[config.mk]
export PLATFORM = sky130hd
export DESIGN_NAME = instr_encoder_loader
export DESIGN_NICKNAME = d
export VERILOG_FILES = /design/src/rtl/instr_encoder_loader.sv
export SDC_FILE = /design/constraint.sdc
export NUM_CORES = 1
export LEC_CHECK = 0
export ABC_AREA = 1
export CORE_MARGIN = 2
export CORE_UTILIZATION = 35
export DETAILED_ROUTE_END_ITERATION = 8
export GPL_TIMING_DRIVEN = 0
export REMOVE_ABC_BUFFERS = 1
export SLEW_MARGIN = 0
export SYNTH_ARGS = -nofsm -noshare
export SYNTH_HDL_FRONTEND = slang
export SYNTH_SLANG_ARGS = --single-unit
[constraint.sdc]
create_clock -name clk -period 2.6 [get_ports clk]
set_input_delay 0.78 -clock clk [delete_from_list [all_inputs] [get_ports clk]]
set_output_delay 0.78 -clock clk [all_outputs]
set_load 0.02 [all_outputs]
[src/rtl/instr_encoder_loader.sv]
// Packs symbolic RV32I ops into instruction words, queues them, and writes them to sequential memory words.
// Optional macro IMM_RANGE_CHECK_EN rejects immediates that do not fit their instruction format.
module instr_encoder_loader #(
  parameter int unsigned ADDR_WIDTH = 10,
  parameter int unsigned FIFO_DEPTH = 4,
  parameter int unsigned BASE_ADDR  = 0
) (
  input  logic                  clk,
  input  logic                  rst,
  input  logic                  clear,
  input  logic                  in_valid,
  output logic                  in_ready,
  input  logic [4:0]            in_op,
  input  logic [4:0]            in_rd,
  input  logic [4:0]            in_rs1,
  input  logic [4:0]            in_rs2,
  input  logic [31:0]           in_imm,
  output logic                  mem_we,
  input  logic                  mem_ready,
  output logic [ADDR_WIDTH-1:0] mem_addr,
  output logic [31:0]           mem_wdata,
  output logic                  err_illegal,
  output logic [ADDR_WIDTH:0]   words_written,
  output logic                  halted
);

  localparam int unsigned PTR_W = (FIFO_DEPTH > 1) ? $clog2(FIFO_DEPTH) : 1;
  localparam int unsigned CNT_W = PTR_W + 1;
  localparam logic [ADDR_WIDTH-1:0] LAST_ADDR = '1;
  localparam logic [ADDR_WIDTH-1:0] BASE      = ADDR_WIDTH'(BASE_ADDR);
  localparam logic [CNT_W-1:0]      FULL_CNT  = CNT_W'(FIFO_DEPTH);
  localparam logic [6:0]            F7_ALT    = 7'b0100000;

  typedef enum logic [1:0] {IDLE, WRITE, HALT} state_e;
  typedef enum logic [2:0] {K_BAD, K_R, K_I, K_SH, K_LW, K_SW, K_B, K_LUI} kind_e;

  state_e            state, state_nxt;
  kind_e             kind;
  logic [2:0]        f3;
  logic [6:0]        f7;
  logic [31:0]       enc_word;
  logic              imm_ok;
  logic              rst_done;
  logic [31:0]       fifo_mem [FIFO_DEPTH];
  logic [PTR_W-1:0]  wr_ptr, rd_ptr;
  logic [CNT_W-1:0]  count, count_nxt;
  logic              accept, push, pop, bad;

  // Op class and function fields
  always_comb begin
    kind = K_BAD;
    f3   = 3'd0;
    f7   = 7'd0;
    case (in_op)
      5'd0:  kind = K_R;
      5'd1:  begin kind = K_R;  f7 = F7_ALT; end
      5'd2:  kind = K_I;
      5'd3:  kind = K_LUI;
      5'd4:  begin kind = K_R;  f3 = 3'd1; end
      5'd5:  begin kind = K_SH; f3 = 3'd1; end
      5'd6:  begin kind = K_R;  f3 = 3'd5; end
      5'd7:  begin kind = K_SH; f3 = 3'd5; end
      5'd8:  begin kind = K_R;  f3 = 3'd5; f7 = F7_ALT; end
      5'd9:  begin kind = K_SH; f3 = 3'd5; f7 = F7_ALT; end
      5'd10: begin kind = K_R;  f3 = 3'd4; end
      5'd11: begin kind = K_I;  f3 = 3'd4; end
      5'd12: begin kind = K_R;  f3 = 3'd6; end
      5'd13: begin kind = K_I;  f3 = 3'd6; end
      5'd14: begin kind = K_R;  f3 = 3'd7; end
      5'd15: begin kind = K_I;  f3 = 3'd7; end
      5'd16: begin kind = K_R;  f3 = 3'd2; end
      5'd17: begin kind = K_I;  f3 = 3'd2; end
      5'd18: begin kind = K_R;  f3 = 3'd3; end
      5'd19: begin kind = K_I;  f3 = 3'd3; end
      5'd20: begin kind = K_LW; f3 = 3'd2; end
      5'd21: begin kind = K_SW; f3 = 3'd2; end
      5'd22: begin kind = K_B;  f3 = 3'd0; end
      5'd23: begin kind = K_B;  f3 = 3'd1; end
      5'd24: begin kind = K_B;  f3 = 3'd4; end
      5'd25: begin kind = K_B;  f3 = 3'd5; end
      5'd26: begin kind = K_B;  f3 = 3'd6; end
      5'd27: begin kind = K_B;  f3 = 3'd7; end
      default: kind = K_BAD;
    endcase
  end

  // Field packing
  always_comb begin
    enc_word = '0;
    case (kind)
      K_R:   enc_word = {f7, in_rs2, in_rs1, f3, in_rd, 7'b0110011};
      K_I:   enc_word = {in_imm[11:0], in_rs1, f3, in_rd, 7'b0010011};
      K_SH:  enc_word = {f7, in_imm[4:0], in_rs1, f3, in_rd, 7'b0010011};
      K_LW:  enc_word = {in_imm[11:0], in_rs1, f3, in_rd, 7'b0000011};
      K_SW:  enc_word = {in_imm[11:5], in_rs2, in_rs1, f3, in_imm[4:0], 7'b0100011};
      K_B:   enc_word = {in_imm[12], in_imm[10:5], in_rs2, in_rs1, f3, in_imm[4:1],
                         in_imm[11], 7'b1100011};
      K_LUI: enc_word = {in_imm[31:12], in_rd, 7'b0110111};
      default: enc_word = '0;
    endcase
  end

`ifdef IMM_RANGE_CHECK_EN
  // Immediate must be representable in the format without loss
  always_comb begin
    imm_ok = 1'b1;
    case (kind)
      K_I, K_LW, K_SW: imm_ok = (in_imm[31:11] == '0) || (in_imm[31:11] == '1);
      K_B:   imm_ok = ((in_imm[31:12] == '0) || (in_imm[31:12] == '1)) && !in_imm[0];
      K_SH:  imm_ok = (in_imm[31:5] == '0);
      K_LUI: imm_ok = (in_imm[11:0] == '0);
      default: imm_ok = 1'b1;
    endcase
  end
`else
  assign imm_ok = 1'b1;
`endif

  assign in_ready  = rst_done && (count != FULL_CNT) && (state != HALT) && !clear;
  assign accept    = in_valid && in_ready;
  assign push      = accept && (kind != K_BAD) && imm_ok;
  assign bad       = accept && !((kind != K_BAD) && imm_ok);
  assign mem_we    = (state == WRITE);
  assign halted    = (state == HALT);
  assign mem_wdata = mem_we ? fifo_mem[rd_ptr] : '0;
  assign pop       = mem_we && mem_ready && !clear;
  assign count_nxt = count + CNT_W'(push) - CNT_W'(pop);

  always_ff @(posedge clk or negedge rst) begin
    if (!rst) state <= IDLE;
    else      state <= state_nxt;
  end

  always_comb begin
    state_nxt = state;
    case (state)
      IDLE:  if (count_nxt != '0) state_nxt = WRITE;
      WRITE: begin
        if (pop && (mem_addr == LAST_ADDR)) state_nxt = HALT;
        else if (count_nxt == '0)           state_nxt = IDLE;
      end
      HALT:  state_nxt = HALT;
      default: state_nxt = IDLE;
    endcase
    if (clear) state_nxt = IDLE;
  end

  // FIFO storage, write address and counters; address saturates at the top word
  always_ff @(posedge clk or negedge rst) begin
    if (!rst) begin
      for (int unsigned i = 0; i < FIFO_DEPTH; i++) fifo_mem[i] <= '0;
      wr_ptr        <= '0;
      rd_ptr        <= '0;
      count         <= '0;
      mem_addr      <= BASE;
      words_written <= '0;
      err_illegal   <= 1'b0;
      rst_done      <= 1'b0;
    end else begin
      rst_done <= 1'b1;
      if (clear) begin
        wr_ptr        <= '0;
        rd_ptr        <= '0;
        count         <= '0;
        mem_addr      <= BASE;
        words_written <= '0;
        err_illegal   <= 1'b0;
      end else begin
        if (push) begin
          fifo_mem[wr_ptr] <= enc_word;
          wr_ptr           <= wr_ptr + PTR_W'(1);
        end
        if (pop) begin
          rd_ptr        <= rd_ptr + PTR_W'(1);
          words_written <= words_written + (ADDR_WIDTH + 1)'(1);
          if (mem_addr != LAST_ADDR) mem_addr <= mem_addr + ADDR_WIDTH'(1);
        end
        count       <= count_nxt;
        err_illegal <= bad;
      end
    end
  end

endmodule

==> run summary, run 1 <==
status: finished, violations left
failing checks: setup timing
DIE WIDTH: 157.6 µm
RSZ-0062 raised after global routing: true
GPL Wtd Cong: 0.8615
CP required: 1.82 ns
cell count after synthesis: 1148
Total GRT Usage: 23.13%
crit path cell chain: buf_16 -> inv_16 -> buf_12 -> buf_6 -> buf_6 -> o21ai_2 -> a21oi_2 -> buf_6
sequential cell area fraction in the yosys report: 46.05%
Starting Density: 35.40%
initial antenna violation count: 1
most common cell after layout, fill and taps aside: nand2_1
dpl cell area: 9639 µm²
Leak: 0.005521 µW
vias in the first global route: 8032
R2R cell count: 8
largest net degree at the start of global routing: 82
crit path from: rd_ptr[0]
CTS tree: built
max cap viols: 0
reg2reg setup slack: 0.25 ns
maximum fanout along the worst path: 5
Port Buf Inserts: 112
Crit path arrival time: 1.92 ns
CP Class: reg2out
htree depth: 4
WP depth: 8
DRT Wirelength: 28060 µm
detailed placement HPWL: 15070 µm
CP top delay family: buffers and inverters
CP Capture Type: primary output
TritonCTS Buffers: 17
Setup crit end: mem_wdata[21]
Worst-path clk slew: 0.07 ns
placed cell count: 1528
DR vias/cell: 5.102
Netlist cell types: 38
Hold Path Class: in2async
Pre-antenna DRT Iters: 5
Max VDD drop: 363.0 µV
origin of the critical flop-to-flop path: state[1]
global route overflow: 0
clock skew: 0.007469 ns
xor/xnor share of the synthesized area: 0.8484%
P&R area growth vs syn: 40.64%
final core utilization: 49.79%
CP most frequent cell: buf_6
DIE AREA: 24840 µm²
compound-gate portion of the synthesized area: 13.06%
mux contribution to synthesized area: 0%
Fmax: 0.3703 GHz
final hold violation count: 0
Avg Synthesized Cell Area: 7.194 µm²
simple-gate share of the synthesized area: 29.74%
first-pass GRT wire length: 43780 µm
Skew-Pair Late Insertion Delay: 0.43 ns
Setup WS post-layout: -0.1006 ns
Non-Filler Instances: 1633
Period Utilization, post-route: 103.9%
row cnt: 56
design area: 11620 µm²
area of the core: 23330 µm²
slowest stage delay, CP: 0.52 ns
Yosys warnings: 0
proportion of layout cells with a drive suffix above 1: 21.93%
Via Count: 8331
Post-Synthesis Cell Area: 8259 µm²
maximum root-to-sink buffer count: 2
combinational family with the most area after synthesis: simple AND/OR/NAND/NOR gates
CTS Root Cell: clkbuf_16
max_slew headroom: 34.27%
CP Buf/Inv Count: 6
DIE HEIGHT: 157.6 µm
power per cell area: 767.3 nW/µm²
minimum clock period: 2.701 ns
Setup violations, final: 23
WL/cell: 17.18 µm
antenna viol nets, final: 0
Slew @ Worst Pin: 0.9836 ns
Synth Area in Adders: 1.454%
Synth Register Bits: 152
hold_buf cts: 0
initial DRC count: 697
startpoint class of the critical path: register
clk sink count: 152
FF-to-FF End: fifo_mem[115]
I/O pin count: 114
pre-CTS setup slack: -1.908 ns
Total Nets Final: 1367
most frequent cells in the layout: nand2_1 (356), dfrtp_1 (150), inv_1 (105), nor2_1 (104), clkdlybuf4s50_1 (73)
max-slew violations: 0
Slowest cell on crit path: dfrtp_4
DR DRC count: 0
-- per-layer routing --
layer / global-route usage (%) / up-vias / part of all wire, %
li1: - / 3989 / -
met1: 30.43 / 4004 / 42
met2: 37.89 / 273 / 48
met3: 4.161 / 65 / 7.1
met4: 9.134 / 0 / 2.9
met5: 0 / - / 0
-- cell usage after synthesis, drive strengths merged --
library cell / n / area share (%)
xor2: 5 / 0.53
o2111ai: 1 / 0.11
o211ai: 1 / 0.091
clkbuf: 25 / 1.1
a21oi: 56 / 3.4
o21a: 2 / 0.18
or2: 2 / 0.15
ha: 8 / 1.2
o21ai: 131 / 7.9
conb: 2 / 0.091
nor2: 138 / 6.6
o31ai: 4 / 0.36
inv: 119 / 5.4
buf: 31 / 2.2
a32oi: 1 / 0.11
a32o: 1 / 0.12
nor3: 15 / 0.91
fa: 1 / 0.24
xnor2: 3 / 0.32
a211oi: 1 / 0.091
a31oi: 1 / 0.076
o221ai: 1 / 0.11
nand4: 25 / 1.9
nand2: 368 / 17
a31o: 1 / 0.11
o22ai: 5 / 0.38
dfrtp: 152 / 46
nand3: 48 / 3.4
-- state kept, by name, summed over array words and instances, names as in the netlist --
| name | flops |
|---|---|
| count | 3 |
| rst_done | 1 |
| fifo_mem | 120 |
| wr_ptr | 2 |
| rd_ptr | 2 |
| mem_addr | 10 |
| words_written | 11 |
| state | 2 |
| err_illegal | 1 |
-- where the power goes --
part           internal (µW)  switching [µW]
combinational           1550            1960
sequential              2660             190
clock                   1500            1060
-- area by class of cell --
type / count / area, µm²
flip-flops and latches: 152 / 3811
fillers: 2204 / 11720
clock inverters: 11 / 135.1
multi-input cells: 825 / 4275
diodes: 1 / 2.502
repair buffers: 184 / 2009
repair inverters: 2 / 23.77
inverters: 119 / 493.0
clock buffers: 20 / 466.7
well taps: 319 / 399.1
-- logic make-up after synthesis --
kind of cell | after synthesis
AOI/OAI and AO/OA | 206
xor gates and xnor gates | 8
adders and majority gates | 9
buffers and inverters | 175
DFF | 152
other | 2
and+or+nand+nor | 596
-- worst reg2reg max path, stage by stage (launching register included) --
cell,delay [ns]
dfrtp_1,0.43
nand2_2,0.15
nand4_1,0.21
nor2_4,0.18
buf_4,0.32
nand3_2,0.60
nand2_1,0.26
nand2_1,0.09
inv_1,0.06
-- what timing repair did --
action	4_1_cts	5_1_grt
pin swaps	47	41
endpoints found under the setup margin	159	83
gates cloned	15	0
hold endpoints to repair	0	0
setup buffers	48	15
gates resized for setup	334	119
-- worst min-delay path by stage --
| stage | startpoint | endpoint | slack, ns | cells after the start |
|---|---|---|---|---|
| after floorplan | fifo_mem[33] | fifo_mem[33] | 0.42 | 2 |
| after global placement | fifo_mem[33] | fifo_mem[33] | 0.43 | 2 |
| after detailed placement | fifo_mem[65] | fifo_mem[65] | 0.44 | 2 |
| after CTS | rst | words_written[7] | 0.34 | 1 |
| after global routing | rst | mem_addr[6] | 0.36 | 1 |
| final | rst | mem_addr[6] | 0.32 | 1 |
-- stage by stage --
| stage | hold slack [ns] | power [µW] | setup TNS [ns] |
|---|---|---|---|
| floorplan | 0.4226 | 4086 | -35.50 |
| CTS | 0.3434 | 8620 | -1.758 |
| global placement | 0.4342 | 4934 | -1201.72 |
| detailed placement | 0.4375 | 5029 | -215.68 |
| global route | 0.3618 | 9352 | -2.436 |
| finish | 0.3182 | 8913 | -1.163 |
Power figures use the tool's default switching activity.
==> run 2, diff against run 1 <==
Settings changed: CAP_MARGIN from default to 20, PLACE_DENSITY from default to 0.52.
==> run 2 against run 1 <==
The run still ends with setup timing left. Utilization decreased by 3.8 points. Cell area shrank 7.6%. Global-route usage down 1.4 points. Sequential power is essentially flat. Clock skew rose by 0.0038 ns. Highest routed layer unchanged. Hold slack got worse by 0.033 ns. Non-clock buffer count shrank 33. Flip-flop and latch count did not move. Final cell count down 2.1%. Via count decreased by 5.2%. Clock-buffer cell count shrank 2. Clock power is essentially flat.
==> run summary, run 2 (synthesis gave the netlist of run 1 again) <==
Sw Ratio: 35.18% (-0.73 points)
failing checks: setup timing
htree depth: 4 (unchanged)
Fmax: 0.3744 GHz (+1.1%)
M3 GR Usage: 3.805% (-0.36 points)
DR vias/cell: 4.939 (-3.2%)
most common cell after layout, fill and taps aside: nand2_1
maximum fanout along the worst path: 17 (+12)
Total Nets Final: 1333 (-2.5%)
I/O pin count: 114 (unchanged)
hold_buf cts: 0 (unchanged)
design area: 10730 µm² (-7.6%)
reg2reg setup slack: 0.23 ns (-0.02 ns)
CP Capture Type: primary output
max cap viols: 0 (unchanged)
antenna viol nets, final: 0 (unchanged)
Hold Path Class: in2async
DR DRC count: 0 (unchanged)
DRT Wirelength: 26290 µm (-6.3%)
minimum clock period: 2.671 ns (-0.02933 ns)
power per cell area: 732.6 nW/µm² (-4.5%)
Pre-antenna DRT Iters: 5 (unchanged)
final hold violation count: 0 (unchanged)
initial antenna violation count: 0 (-1)
ant diodes: 0 (-1)
global route overflow: 0 (unchanged)
Slew @ Worst Pin: 0.8053 ns (-0.1783 ns)
crit path from: rd_ptr[0]
CTS Root Cell: clkbuf_16
Period Utilization, post-route: 102.7% (-1.1 points)
Port Buf Inserts: 112 (unchanged)
register name with the most flops: fifo_mem
Setup crit end: mem_wdata[23]
R2R cell count: 11 (+3)
startpoint class of the critical path: register
Total GRT Usage: 21.71% (-1.4 points)
largest registers: fifo_mem x120, words_written x11, mem_addr x10
largest net degree at the start of global routing: 79 (-3.7%)
Setup WS post-layout: -0.07125 ns (+0.02933 ns)
Via Count: 7897 (-5.2%)
Crit path arrival time: 1.89 ns (-0.03 ns)
detailed placement HPWL: 15240 µm (+1.2%)
grt met1 use: 29.07% (-1.4 points)
WL/cell: 16.44 µm (-4.3%)
final core utilization: 46.00% (-3.8 points)
P&R area growth vs syn: 29.96%
max_slew headroom: 46.12% (+12 points)
CP Class: reg2out
DIE AREA: 24840 µm² (unchanged)
proportion of layout cells with a drive suffix above 1: 13.44% (-8.5 points)
Flop pwr share: 36.2% (+4.2 points)
Max VDD drop: 426.5 µV (+17%)
Worst-path clk slew: 0.07 ns (about the same)
clock share of power: 32.3% (+3.6 points)
CTS tree: built
met2 Use GR: 35.56% (-2.3 points)
clk sink count: 152 (unchanged)
area of the core: 23330 µm² (unchanged)
Skew-Pair Late Insertion Delay: 0.43 ns (about the same)
clock skew: 0.01124 ns (+0.003771 ns)
vias in the first global route: 7469 (-7.0%)
Int Pwr: 5097 µW (-11%)
Starting Density: 35.40% (unchanged)
RSZ-0062 raised after global routing: true
origin of the critical flop-to-flop path: state[1]
GPL Wtd Cong: 0.8397 (-2.5%)
max-slew violations: 0 (unchanged)
GR peak layer: met2
initial DRC count: 546 (-22%)
TritonCTS Buffers: 17 (unchanged)
dpl cell area: 9643 µm² (about the same)
DIE WIDTH: 157.6 µm (unchanged)
combinational share of power: 31.5% (-7.8 points)
most frequent cells in the layout: nand2_1 (358), dfrtp_1 (150), nor2_1 (122), inv_1 (106), clkdlybuf4s50_1 (73)
first-pass GRT wire length: 41120 µm (-6.1%)
FF-to-FF End: state[0]
CP required: 1.82 ns (about the same)
maximum root-to-sink buffer count: 2 (unchanged)
Largest register FFs: 120 (unchanged)
net switching power: 2767 µW (-14%)
row cnt: 56 (unchanged)
DIE HEIGHT: 157.6 µm (unchanged)
Setup violations, final: 8 (-65%)
status: finished, violations left
Leak: 0.005224 µW (-5.4%)
## run 2: worst min-delay path by stage
stage	endpoint	cells after the start	from	slack (ns)
3_5_place_dp	fifo_mem[33]	2	fifo_mem[33]	0.44
3_3_place_gp	fifo_mem[65]	2	fifo_mem[65]	0.44
4_1_cts	fifo_mem[77]	1	rst	0.33
2_1_floorplan	fifo_mem[33]	2	fifo_mem[33]	0.42
5_1_grt	fifo_mem[77]	1	rst	0.35
6_report	fifo_mem[77]	1	rst	0.28
## run 2: metrics by stage
stage	power [µW]	setup WS (ns)	hold slack, ns	std cells	setup TNS, ns
2_1_floorplan	4086	-1.250	0.4226	1092	-35.50
3_3_place_gp	4959	-5.901	0.4375	1523	-1224.25
3_5_place_dp	5027	-1.897	0.4393	1528	-205.36
4_1_cts	7844	-0.08256	0.3307	1586	-0.6818
5_1_grt	8328	-0.1411	0.3521	1599	-2.533
6_report	7864	-0.07125	0.2849	1599	-0.2910
## run 2: timing repair
action,CTS,global route
pin swaps,22,23
cloned,5,1
setup endpoints to repair,159,60
setup buffers,21,12
resized for setup,234,47
## run 2: critical path, cell delays in order, from the launching register on
cell and delay [ns]:
dfrtp_4 0.57, inv_12 0.11, buf_12 0.10, buf_16 0.14, o21ai_1 0.08, a21oi_1 0.26
buf_4 0.20
## run 2: cell type report
| type | instances | area [µm²] |
|---|---|---|
| Tap cell | 319 | 399.1 |
| Timing Repair inverter | 1 | 8.758 |
| Multi-Input combinational cell | 825 | 3919 |
| Clock inverter | 14 | 165.2 |
| Sequential cell | 152 | 3811 |
| Clock buffer | 18 | 439.2 |
| Fill cell | 2343 | 12600 |
| Inverter | 119 | 480.5 |
| Timing Repair Buffer | 151 | 1511 |
## run 2: power groups by stage
| stage | combinational, µW | sequential [µW] | clock, µW |
|---|---|---|---|
| final | 2480 | 2850 | 2540 |
| after global routing | 2750 | 2890 | 2690 |
| after CTS | 2410 | 2840 | 2590 |
| after detailed placement | 2080 | 2950 | 0 |
| after global placement | 1970 | 2990 | 0 |
| after floorplan | 1180 | 2900 | 0 |
## run 2: per-layer routing
metal | vias up | routed length (µm) | share of wire, %
met1 | 3766 | 12270 | 47
met3 | 32 | 1154 | 4.4
met5 | - | 0 | 0
li1 | 3908 | - | -
met4 | 0 | 509 | 1.9
met2 | 191 | 12360 | 47
